## config.mk

```make
export PLATFORM = sky130hd
export DESIGN_NAME = cdr_sequencer
export DESIGN_NICKNAME = d
export VERILOG_FILES = /design/src/rtl/cdr_sequencer_pkg.sv /design/src/rtl/cdr_watchdog.sv /design/src/rtl/cdr_sequencer.sv
export SDC_FILE = /design/constraint.sdc
export NUM_CORES = 1
export LEC_CHECK = 0
export CAP_MARGIN = 20
export CORE_ASPECT_RATIO = 0.5
export CORE_MARGIN = 1
export CORE_UTILIZATION = 55
export CTS_CLUSTER_SIZE = 12
export DETAILED_ROUTE_END_ITERATION = 8
export GPL_ROUTABILITY_DRIVEN = 0
export GPL_TIMING_DRIVEN = 0
export MAX_ROUTING_LAYER = met4
export PLACE_DENSITY = 0.8
export SLEW_MARGIN = 20
export SYNTH_ARGS = -nofsm -noshare
export SYNTH_HDL_FRONTEND = slang
export SYNTH_SLANG_ARGS = --single-unit
export TNS_END_PERCENT = 100
```

## constraint.sdc

```tcl
create_clock -name clk -period 10.8 [get_ports clk]
set_clock_uncertainty 0.05 [all_clocks]
set_input_delay 2.7 -clock clk [delete_from_list [all_inputs] [get_ports clk]]
set_output_delay 2.7 -clock clk [all_outputs]
set_load 0.005 [all_outputs]
```

## src/rtl/cdr_sequencer_pkg.sv

```systemverilog
// Shared definitions for the BLE receiver clock-recovery sequencer and the recovery datapath.
// The recovery instance imports CDR_PIPELINE_STAGES from here so its latency and the ARM mask stay equal.
package cdr_sequencer_pkg;

   typedef enum logic [2:0] {
      ST_IDLE   = 3'd0,
      ST_FLUSH  = 3'd1,
      ST_SEARCH = 3'd2,
      ST_ARM    = 3'd3,
      ST_TRACK  = 3'd4,
      ST_DONE   = 3'd5
   } cdr_state_t;

   localparam int CDR_SAMPLE_RATE      = 16;
   localparam int CDR_PIPELINE_STAGES  = 9;
   localparam int CDR_FLUSH_CYCLES     = 4;
   localparam int CDR_WATCHDOG_SYMBOLS = 2;
   localparam int CDR_CNT_W            = 12;
   localparam int CDR_MAX_SYMBOLS      = 2120;
   localparam int WD_LIMIT             = CDR_WATCHDOG_SYMBOLS * CDR_SAMPLE_RATE;

   function automatic int count_width(input int max_value);
      return (max_value < 2) ? 1 : $clog2(max_value + 1);
   endfunction

endpackage

```

## src/rtl/cdr_watchdog.sv

```systemverilog
// Loadable down-counter of qualified samples; expire flags the sample that takes it from 1 to 0.
// Shared between the post-preamble pipeline mask and the symbol-timing watchdog.
module cdr_watchdog #(
   parameter int W = 6
) (
   input  logic         clk,
   input  logic         reset,
   input  logic         clear,
   input  logic         load,
   input  logic [W-1:0] load_value,
   input  logic         enable,
   output logic         expire
);

   logic [W-1:0] count;

   // A load wins over a decrement so a fresh symbol restarts the window even in the expiry cycle.
   always_ff @(posedge clk) begin
      if (reset || clear) begin
         count <= '0;
      end else if (load) begin
         count <= load_value;
      end else if (enable && (count != '0)) begin
         count <= count - 1'b1;
      end
   end

   assign expire = enable && (count == W'(1));

endmodule

```

## src/rtl/cdr_sequencer.sv

```systemverilog
// Run-time controller for the BLE clock recovery datapath: gating, soft clear, preamble
// qualification, pipeline masking, symbol counting and loss-of-timing re-arm.
module cdr_sequencer
   import cdr_sequencer_pkg::*;
#(
   parameter int SAMPLE_RATE      = CDR_SAMPLE_RATE,
   parameter int PIPELINE_STAGES  = CDR_PIPELINE_STAGES,
   parameter int FLUSH_CYCLES     = CDR_FLUSH_CYCLES,
   parameter int WATCHDOG_SYMBOLS = CDR_WATCHDOG_SYMBOLS,
   parameter int CNT_W            = CDR_CNT_W,
   parameter int MAX_SYMBOLS      = CDR_MAX_SYMBOLS
) (
   input  logic             clk,
   input  logic             reset,
   input  logic             start,
   input  logic             abort,
   input  logic             sample_valid,
   input  logic             preamble_detected,
   input  logic             cr_symbol_clk,
   input  logic             pkt_len_valid,
   input  logic [CNT_W-1:0] pkt_len_symbols,
   output logic             cr_en,
   output logic             cr_clr,
   output logic             cr_preamble,
   output logic             sym_strobe,
   output logic [CNT_W-1:0] sym_count,
   output logic [2:0]       state_o,
   output logic             busy,
   output logic             done,
   output logic             lost
);

   localparam int WD_SAMPLES = WATCHDOG_SYMBOLS * SAMPLE_RATE;
   localparam int WD_W       = count_width((WD_SAMPLES > PIPELINE_STAGES) ? WD_SAMPLES : PIPELINE_STAGES);
   localparam int FLUSH_W    = count_width(FLUSH_CYCLES);
   localparam logic [CNT_W-1:0] LIMIT_MAX = CNT_W'(MAX_SYMBOLS);

   cdr_state_t       state_q;
   cdr_state_t       nxt;
   logic [FLUSH_W-1:0] flush_cnt;
   logic             run_q;
   logic [CNT_W-1:0] limit_q;
   logic             len_latched;
   logic [CNT_W-1:0] sym_count_inc;
   logic             sym_accept;
   logic             sym_lost;

   logic             wd_clear;
   logic             wd_load;
   logic [WD_W-1:0]  wd_load_value;
   logic             wd_enable;
   logic             wd_expire;

   assign wd_clear      = (state_q == ST_FLUSH);
   assign wd_enable     = sample_valid && ((state_q == ST_ARM) || (state_q == ST_TRACK));
   assign sym_count_inc = (sym_count == {CNT_W{1'b1}}) ? sym_count : sym_count + 1'b1;

   cdr_watchdog #(.W(WD_W)) u_watchdog (
      .clk        (clk),
      .reset      (reset),
      .clear      (wd_clear),
      .load       (wd_load),
      .load_value (wd_load_value),
      .enable     (wd_enable),
      .expire     (wd_expire)
   );

   // Transition rules; in TRACK a pending over-limit check beats a symbol, which beats expiry.
   always_comb begin
      nxt           = state_q;
      wd_load       = 1'b0;
      wd_load_value = WD_W'(WD_SAMPLES);
      sym_accept    = 1'b0;
      sym_lost      = 1'b0;
      case (state_q)
         ST_IDLE: begin
            if (start && !abort) nxt = ST_FLUSH;
         end
         ST_FLUSH: begin
            if (flush_cnt == '0) nxt = ST_SEARCH;
         end
         ST_SEARCH: begin
            if (sample_valid && preamble_detected) begin
               nxt           = ST_ARM;
               wd_load       = 1'b1;
               wd_load_value = WD_W'(PIPELINE_STAGES);
            end
         end
         ST_ARM: begin
            if (wd_expire) begin
               nxt     = ST_TRACK;
               wd_load = 1'b1;
            end
         end
         ST_TRACK: begin
            if (limit_q <= sym_count) begin
               nxt = ST_DONE;
            end else if (sample_valid && cr_symbol_clk) begin
               sym_accept = 1'b1;
               wd_load    = 1'b1;
               if (sym_count_inc == limit_q) nxt = ST_DONE;
            end else if (wd_expire) begin
               sym_lost = 1'b1;
               nxt      = ST_FLUSH;
            end
         end
         ST_DONE: begin
            nxt = ST_IDLE;
         end
         default: begin
            nxt = ST_IDLE;
         end
      endcase
      if (abort && (state_q != ST_IDLE)) begin
         nxt        = ST_IDLE;
         sym_accept = 1'b0;
         sym_lost   = 1'b0;
      end
   end

   // Every output except cr_en and cr_preamble is registered from the state being entered.
   always_ff @(posedge clk) begin
      if (reset) begin
         state_q     <= ST_IDLE;
         flush_cnt   <= FLUSH_W'(FLUSH_CYCLES - 1);
         run_q       <= 1'b0;
         cr_clr      <= 1'b1;
         busy        <= 1'b0;
         sym_strobe  <= 1'b0;
         sym_count   <= '0;
         done        <= 1'b0;
         lost        <= 1'b0;
         limit_q     <= LIMIT_MAX;
         len_latched <= 1'b0;
      end else begin
         state_q    <= nxt;
         run_q      <= (nxt == ST_SEARCH) || (nxt == ST_ARM) || (nxt == ST_TRACK);
         cr_clr     <= (nxt == ST_IDLE) || (nxt == ST_FLUSH);
         busy       <= (nxt != ST_IDLE);
         sym_strobe <= sym_accept;
         lost       <= sym_lost;
         done       <= (state_q == ST_DONE) && !abort;
         flush_cnt  <= (state_q == ST_FLUSH) ? flush_cnt - 1'b1 : FLUSH_W'(FLUSH_CYCLES - 1);
         if (nxt == ST_FLUSH) begin
            sym_count   <= '0;
            limit_q     <= LIMIT_MAX;
            len_latched <= 1'b0;
         end else begin
            if (sym_accept) sym_count <= sym_count_inc;
            if ((state_q == ST_TRACK) && pkt_len_valid && !len_latched && !abort) begin
               len_latched <= 1'b1;
               limit_q     <= (pkt_len_symbols == '0) ? LIMIT_MAX : pkt_len_symbols;
            end
         end
      end
   end

   assign cr_en       = sample_valid && run_q;
   assign cr_preamble = preamble_detected && sample_valid && (state_q == ST_SEARCH);
   assign state_o     = state_q;

endmodule

```

==> results list <==
* Sum Neg Setup Slack: 0 ns
* Static power due to leakage: 1.26 nW
- TritonCTS built the clock tree.
- Detailed placement ended at an HPWL of 5.90 mm.
* Clk slew on worst S/H paths: 0.09 ns
- After detailed placement, the total cell area comes to 3450 um2.
- The filler cells instantiated in the layout total 416.
- Row count: 18
- The repair_antennas step left the layout with diodes totalling 0.
* Clock buffer depth: 2
- Worst endpoint required time: 8.05 ns
* Number of setup buffers added after CTS: 0
- First DRT Iteration DRCs: 126
* Die Span Y: 53.8 um
* Worst IR Drop VDD: 0.0564 mV
- Actual slew at the worst max-slew pin: 1.11 ns
- Final antenna-violating net count: 0
- Input and output buffers added on the ports amount to 41.
- EDFF count, synth: 0
- Clock tree synthesis found a total of 43 sinks.
- Global-route wire length before repair: 12.8 mm
* Post-cts sizing count: 0
* Routed wire length: 7.87 mm
- Entering global routing, the biggest net connects 15 pins.
- Num CTS Buffers: 5
* Commonest cells after routing, fill and taps aside: dfxtp_1, clkdlybuf4s50_1, nor2_1, nor3_1, inv_1
- Top Ports: 42
- The worst hold path terminates at flush_cnt[0].
* Die ar.: 5690 um2
- Most common cell after layout, fill and taps aside: dfxtp_1
* Category of the worst setup path capture point: output port
* Remaining max-slew budget at the tightest pin: 0.251
* Ys async rst share: 0
- Initial antenna violation count: 0
- Counting instances, the worst hold path has a depth of 1.
* Net count of the mapped netlist: 408
* R2R Setup Slk: 6.62 ns
* Cell Area, Synth: 2960 um2
- Flip-flop and latch count after synthesis: 43
- Final instance area: 3550 um2
- The worst setup path is of the input pin to output port kind.
- The tool flagged a number of max-cap violations equal to 0.
* Die width: 106 um
* Timing startpoint of the critical path: sample_valid
* Final worst setup slack: 3.88 ns
* Timing-limited maximum frequency: 145 MHz
- The min-delay analysis places its worst path in the category register to register.
- # DRC: 0
* Worst skew pair latency: 0.31 ns
* Reg2reg path depth: 12
* Layout cell share with drive strength beyond 1: 0.0786
* Beginning of the worst hold path: flush_cnt[0]
- STA puts the critical path data arrival time at 4.17 ns.
* Total via count in the routed design: 3,000
* Share of the yosys chip area belonging to registers: 0.291
* Top flip-flop cell by instance count after synthesis: dfxtp_1
* Status: completed
* Portion of the clock cycle consumed by the worst path in the final layout: 0.641
* Overflow after GRT: 0
- At the placement stage, the worst setup path has a slack of 3.88 ns.
- The H-tree was split into 2 levels.
* Average vias per placed instance: 6.12
* GRT Total Usage: 0.302
- Setup repair after global routing left no endpoint under its margin.
- In this run the standard cell core region covers 5040 um2.
* Detailed-routing iteration count for the pre-antenna-repair pass: 4
- Yosys printed 0 warnings.
- After technology mapping, the gate count stands at 371.
* Power density over the cells: 81.3 nW/um2
- Final hold violations: 0
* Final setup violating endpoints: 0
* Post-layout utilization of the core: 0.704
- After detailed routing, the average wire length per cell comes to 16.1 um.
- Averaged over all synthesized cells, the footprint is 7.97 um2.
- Via count of the first global-routing pass: 2,740
- Along the worst path, the maximum fanout reaches 5.
- The clock period could shrink to 6.92 ns.
- Count of cell types in the netlist: 57
- Syn-to-layout area delta: 20.2%
* Reg-to-reg critical path startpoint: sym_count[0]
- The tree is rooted in a clkbuf_8.
- Max-slew violation count: 0
- The initial utilization of the core area, before any placement, comes to 0.586.
- CTS hold repair buffers: 0
* R2r endpoint: limit_q[1]
- Final-stage net count: 456
* Kind of launch point of the worst setup path: input pin
## worst max-delay path by stage
stage | cells past startpoint | to
detailed placement | 4 | cr_preamble
floorplan | 2 | cr_preamble
finish | 4 | cr_preamble
global placement | 4 | cr_preamble
global route | 4 | cr_preamble
CTS | 4 | cr_preamble
## logic make-up (layout without fill, tap and decap cells)
| kind of cell | Yosys count | after routing | share of synthesized area |
|---|---|---|---|
| AND/OR/NAND/NOR | 162 | 162 | 0.295 |
| AO/OA/AOI/OAI | 73 | 73 | 0.175 |
| flip-flops | 43 | 43 | 0.291 |
| buffers and inverters | 46 | 95 | 0.0702 |
| XOR/XNOR | 16 | 16 | 0.0474 |
| multiplexers | 14 | 14 | 0.0499 |
| adder cells (fa/ha/maj) | 17 | 17 | 0.0719 |
## per-layer routing
metal / GRT usage / routed length [um] / part of all wire
met5: - / 0 / 0
met2: 0.495 / 3540 / 0.45
met4: 0.111 / 141 / 0.018
met3: 0.0569 / 657 / 0.084
met1: 0.382 / 3530 / 0.45
## synthesized netlist by cell type, types with 5 or more instances
cell type  instances  area (um2)
a211oi_1           5        37.5
a21o_1             7        52.6
a21oi_1           16        80.1
a31oi_1            5        31.3
and3_1             8        50.1
buf_2              7        35.0
clkbuf_1           7        26.3
dfxtp_1           43         861
ha_1              17         213
inv_1             26        97.6
mux2i_1           11         110
nand2_1           23        86.3
nand3_1           20         100
nand4_1            8        50.1
nor2_1            36         135
nor3_1            28         140
nor4_1            10        62.6
o22ai_1            8        50.1
xnor2_1           11        96.3
xor2_1             5        43.8
## area by class of cell
cell class	instances	area, um2	area share
timing repair buffer	41	410	0.115
inverter	26	97.6	0.0275
buffer	20	110	0.0310
tap	70	87.6	0.0246
multi-input combinational	282	1890	0.531
clock inverter	2	16.3	0.00458
sequential	43	861	0.242
clock buffer	6	82.6	0.0232
## power by group
group | leakage (nW) | switching, mW | internal [mW]
clock network | 0.0474 | 0.0609 | 0.0523
registers | 0.346 | 0.0000518 | 0.158
logic | 0.869 | 0.00857 | 0.00845
total | 1.26 | 0.0695 | 0.219
## flip-flops by register name, summed over array words and instances (netlist names)
name and flops:
sym_strobe 1, limit_q 12, u_watchdog.count 6, run_q 1, len_latched 1, state_o 3
lost 1, flush_cnt 3, busy 1, sym_count 12, cr_clr 1, done 1
## worst max-delay path, stage by stage
cell and delay (ns):
clkdlybuf4s50_1 0.53, and4_1 0.19, clkbuf_1 0.21, clkdlybuf4s50_1 0.54
## through the flow
stage / power (mW) / cells / hold slack (ns)
2_1_floorplan: 0.168 / 371 / 0.308
3_3_place_gp: 0.179 / 482 / 0.315
3_5_place_dp: 0.179 / 482 / 0.333
4_1_cts: 0.290 / 490 / 0.354
5_1_grt: 0.298 / 490 / 0.371
6_report: 0.289 / 490 / 0.355
(Power assumes the default switching activity.)
==> RTL edit 1: new RTL, same settings <==
Change the package constant `CDR_WATCHDOG_SYMBOLS` from 2 to 1.
--- a/src/rtl/cdr_sequencer_pkg.sv
+++ b/src/rtl/cdr_sequencer_pkg.sv
@@ -15,5 +15,5 @@
    localparam int CDR_PIPELINE_STAGES  = 9;
    localparam int CDR_FLUSH_CYCLES     = 4;
-   localparam int CDR_WATCHDOG_SYMBOLS = 2;
+   localparam int CDR_WATCHDOG_SYMBOLS = 1;
    localparam int CDR_CNT_W            = 12;
    localparam int CDR_MAX_SYMBOLS      = 2120;
Formal check against the unedited RTL: no difference found for any inputs over 10 cycles, from zero or initial values and one cycle with reset high; that may be too few to reach the edited logic, so the function may still have changed.
==> RTL edit 1 against the unedited design <==
- power up 4.1%
- routed wire length down 5.3%
- cell area down 2.3%
- synthesized cell count down 3.2%
- clock power up 15%
- synthesized area down 2.9%
- fmax down 5.5%
- largest power group unchanged
- combinational power down 5%
- setup slack worse by 0.40 ns
- sequential cell count down 1
==> RTL edit 1: results (changes against the unedited design) <==
peak supply drop 74.1 uV (+31%); nonclk buf count 57 (-6.6%); XOR/XNOR Fraction of Synth Area 0.0366 (-0.0108); worst setup path endpoint cr_preamble; CTS root buffer clkbuf_8; htree depth 2 (unchanged); worst slack at placement 3.49 ns (-0.396 ns); Ant. Diodes 0 (unchanged); clock-net power 0.130 mW (+15%); reg2reg end sym_count[3]; WL/cell 15.6 um (-2.7%); Filler cells 411 (-1.2%); Fin Hold WS 0.344 ns (-0.0105 ns); Layout Nets 443 (-2.9%); NonClk Buf Share 0.148 (+0.00163); Netlist cell types 62 (+8.8%); Crit. Startpoint sample_valid; register area 841 um2 (-2.3%); Compound-Gate Fraction of Synth Area 0.212 (+0.0370); Inverters, non-clock 26 (unchanged); sequential power share 0.515 (-0.034); post-route cell area 3470 um2 (-2.3%); CTS sink count 42 (-2.3%); vias per cell 5.96 (-2.6%); Mapped Area 2870 um2 (-2.9%); Top Registers limit_q (12), sym_count (12), u_watchdog.count (5); status finished clean; first-pass GRT wire length 12200 um (-4.6%); Hold EP flush_cnt[0]; crit path max fanout 7 (+2); adder-cell share of the synthesized area 0.0741 (+0.00213); Hold Path Cell Cnt 1 (unchanged); clk tree area frac 0.0324 (+0.00462); drt pass-1 iters 5 (+1); mux contribution to synthesized area 0.0109 (-0.0390); crit path DAT 4.57 ns (+0.40 ns); R2R Setup Slk 7.21 ns (+0.59 ns); Psw 0.0679 mW (-2.3%); Mapped Nets 396 (-2.9%); GRT Total Usage 0.292 (-0.0100); HPWL after DPL 5650 um (-4.2%); final wirelength 7450 um (-5.3%); ranking of synthesized cells by area dfxtp_1, ha_1, nand2_1; fmax 0.137 GHz (-5.5%); Rel. slew slack 0.445 (+0.193); Area after DPL 3360 um2 (-2.8%); Cell Count Post-Placement 469 (-2.7%); Commonest cells post-synth dfxtp_1, nand2_1, nor2_1; leak pwr 1.22 nW (-3.2%); Syn Inst Count 359 (-3.2%); Initial DRC Count 231 (+83%); fraction of area in multi-input gates 0.524 (-0.00737); layout cells sized above 1 0.130 (+0.0516); FF-to-FF path depth 11 (-1); sequential cell power 0.155 mW (-3%); vias in the first global route 2572 (-6.1%); Port Buffers 40 (-2.4%); crit-path max cell delay 0.63 ns (+0.09 ns); comb_multi_in 274 (-2.8%); sequential fraction of the synthesis area 0.293 (+0.00166)
==> RTL edit 1: kinds of logic (layout without fill, tap and decap cells) <==
logic type,after synthesis,after routing
buffers and inverters,43,91
flip-flops,42,42
AO/OA/AOI/OAI,82,82
XOR/XNOR,12,12
AND/OR/NAND/NOR,160,160
adder cells (fa/ha/maj),17,17
multiplexers,3,3
==> RTL edit 1: worst max-delay path, delay by kind of cell <==
kind / cells / cell delay [ns]
buf+inv: 2 / 1.16
simple gates: 2 / 0.71
==> RTL edit 1: metal layers <==
| layer | routed length (um) | share of wire | GRT usage | vias up |
|---|---|---|---|---|
| met5 | 0 | 0 | - | - |
| met4 | 122 | 0.016 | 0.0881 | 0 |
| met3 | 630 | 0.085 | 0.0751 | 21 |
| met2 | 3380 | 0.45 | 0.497 | 103 |
| met1 | 3320 | 0.45 | 0.351 | 1329 |
| li1 | - | - | - | 1392 |
==> RTL edit 2: new RTL, config.mk and constraints unchanged <==
Made on the original files. Make the reset (`reset`) asynchronous in one clocked block.
--- a/src/rtl/cdr_sequencer.sv
+++ b/src/rtl/cdr_sequencer.sv
@@ -120,5 +120,5 @@
 
    // Every output except cr_en and cr_preamble is registered from the state being entered.
-   always_ff @(posedge clk) begin
+   always_ff @(posedge clk or posedge reset) begin
       if (reset) begin
          state_q     <= ST_IDLE;
Behaviour: differs if reset is asserted again (counterexample within 4 cycles, from zero or initial values and one cycle with reset high); with reset held inactive, the same outputs for 10 cycles.
==> RTL edit 2 against the unedited design <==
- hold slack better by 0.042 ns
- routed wire length is 6.5% lower
- global-route usage is 2.9 points lower
- setup slack worse by 0.15 ns
- cell area is 4.0% higher
- sequential cell count stayed put
- non-clock buffer count is 4 lower
- clock power is 14% higher
- count of clock-buffer cells in the layout is 1 lower
- power is 9.7% higher
- synthesized area is 3.4% higher
==> RTL edit 2: results (changes against the unedited design) <==
Yosys top cell by area dfrtp_1; Max Root-Sink Buffers 2 (unchanged); Compound-Gate Fraction of Synth Area 0.194 (+0.0188); XOR/XNOR Fraction of Synth Area 0.0573 (+0.00989); WL/cell 16.2 um (+0.71%); drt pass-1 iters 7 (+3); initial antenna violation count 0 (unchanged); hold_sp flush_cnt[0]; Reg-to-Reg Start sym_count[9]; Initial DRC Count 240 (+90%); Port Buffers 41 (unchanged); CTS buffer count 5 (unchanged); Cell Count Post-Placement 447 (-7.3%); Min-Delay Path Class reg2reg; met1 Usage GRT 0.361 (-0.0209); Layout Nets 421 (-7.7%); Hold EP flush_cnt[0]; final wirelength 7360 um (-6.5%); worst slack at placement 3.73 ns (-0.158 ns); layout cells sized above 1 0.164 (+0.0851); vias in the first global route 2382 (-13%); global-route met3 utilization 0.0619 (+0.00500); Mapped Avg Cell Area 9.13 um2 (+15%); fraction of registers with async set/reset 0.860 (+0.860); mux contribution to synthesized area 0.0135 (-0.0364); vias per cell 6.09 (-0.46%); CTS root buffer clkbuf_8; ys flop type dfrtp_1; Rel. slew slack 0.562 (+0.310); HPWL after DPL 5740 um (-2.6%); Netlist cell types 69 (+21%); ranking of synthesized cells by area dfrtp_1, ha_1, dfstp_2; reg2reg end sym_count[6]; leak pwr 1.49 nW (+18%); largest net degree at the start of global routing 21 (+6); Fin Hold WS 0.397 ns (+0.0421 ns); Final setup viols 0 (unchanged); GRT Total Usage 0.273 (-0.0290); crit path DAT 4.32 ns (+0.15 ns); Area after DPL 3580 um2 (+3.7%); crit-path max cell delay 0.58 ns (+0.04 ns); Mapped Nets 372 (-8.8%); peak supply drop 73.1 uV (+30%); status finished clean; adder-cell share of the synthesized area 0.0696 (-0.00238); crit path max fanout 5 (unchanged); R2R Setup Slk 7.83 ns (+1.21 ns); sequential fraction of the synthesis area 0.345 (+0.0534); FF-to-FF path depth 10 (-2); Commonest cells post-synth nand2_1, dfrtp_1, inv_1; met2 Track Usage GR 0.411 (-0.0838); first-pass GRT wire length 11400 um (-10%)
RTL edit 2: cell types whose count changed after synthesis, moves of 5 or more:
cell	delta
dfxtp_1	-37
nand3_1	-10
dfrtp_1	+31
clkbuf_1	-6
a21oi_1	+5
nor3_1	-12
nor2_1	-19
a21oi_2	+10
a21o_1	-5
mux2i_1	-8
dfstp_2	+6
nor2_2	+6
nand2_1	+12
RTL edit 2: area by class of cell:
class,count,area (um2)
clock inverters,3,43.8
repair buffers,42,438
plain buffers,15,113
clock buffers,5,68.8
flip-flops and latches,43,1050
inverters,22,82.6
fillers,390,1440
multi-input cells,255,1810
well taps,70,87.6
RTL edit 2: worst reg2reg max path: cells and delay by family, from the launching register on:
kind | cells | cell delay [ns]
AOI/OAI and AO/OA | 5 | 1.33
DFF | 1 | 0.51
buffers and inverters | 2 | 0.38
adders and majority gates | 1 | 0.33
and+or+nand+nor | 2 | 0.27
RTL edit 2: how the worst max path moves through the flow:
| stage | start | slack (ns) | to |
|---|---|---|---|
| final | sample_valid | 3.73 | cr_preamble |
| after global routing | sample_valid | 3.66 | cr_preamble |
| after global placement | sample_valid | 3.76 | cr_preamble |
| after floorplan | sample_valid | 5.01 | cr_preamble |
| after CTS | sample_valid | 3.73 | cr_preamble |
| after detailed placement | sample_valid | 3.73 | cr_preamble |
RTL edit 2: metal layers:
metal / vias to the layer above / wire length, um
li1: 1319 / -
met1: 1315 / 3350
met2: 121 / 3240
met3: 18 / 617
met4: 0 / 149
met5: - / 0
RTL edit 2: logic make-up (layout without fill, tap and decap cells):
logic type | after synthesis | in the layout
xor+xnor | 20 | 20
fa+ha+maj | 17 | 17
simple gates | 137 | 137
compound gates | 77 | 77
buf+inv | 37 | 87
flops | 43 | 43
mux | 4 | 4
RTL edit 2: report_power, final:
group | leakage (nW) | switching, mW | internal, mW | total [mW]
registers | 0.543 | 0.000359 | 0.161 | 0.162
logic | 0.888 | 0.0140 | 0.0124 | 0.0264
clock network | 0.0581 | 0.0596 | 0.0689 | 0.129
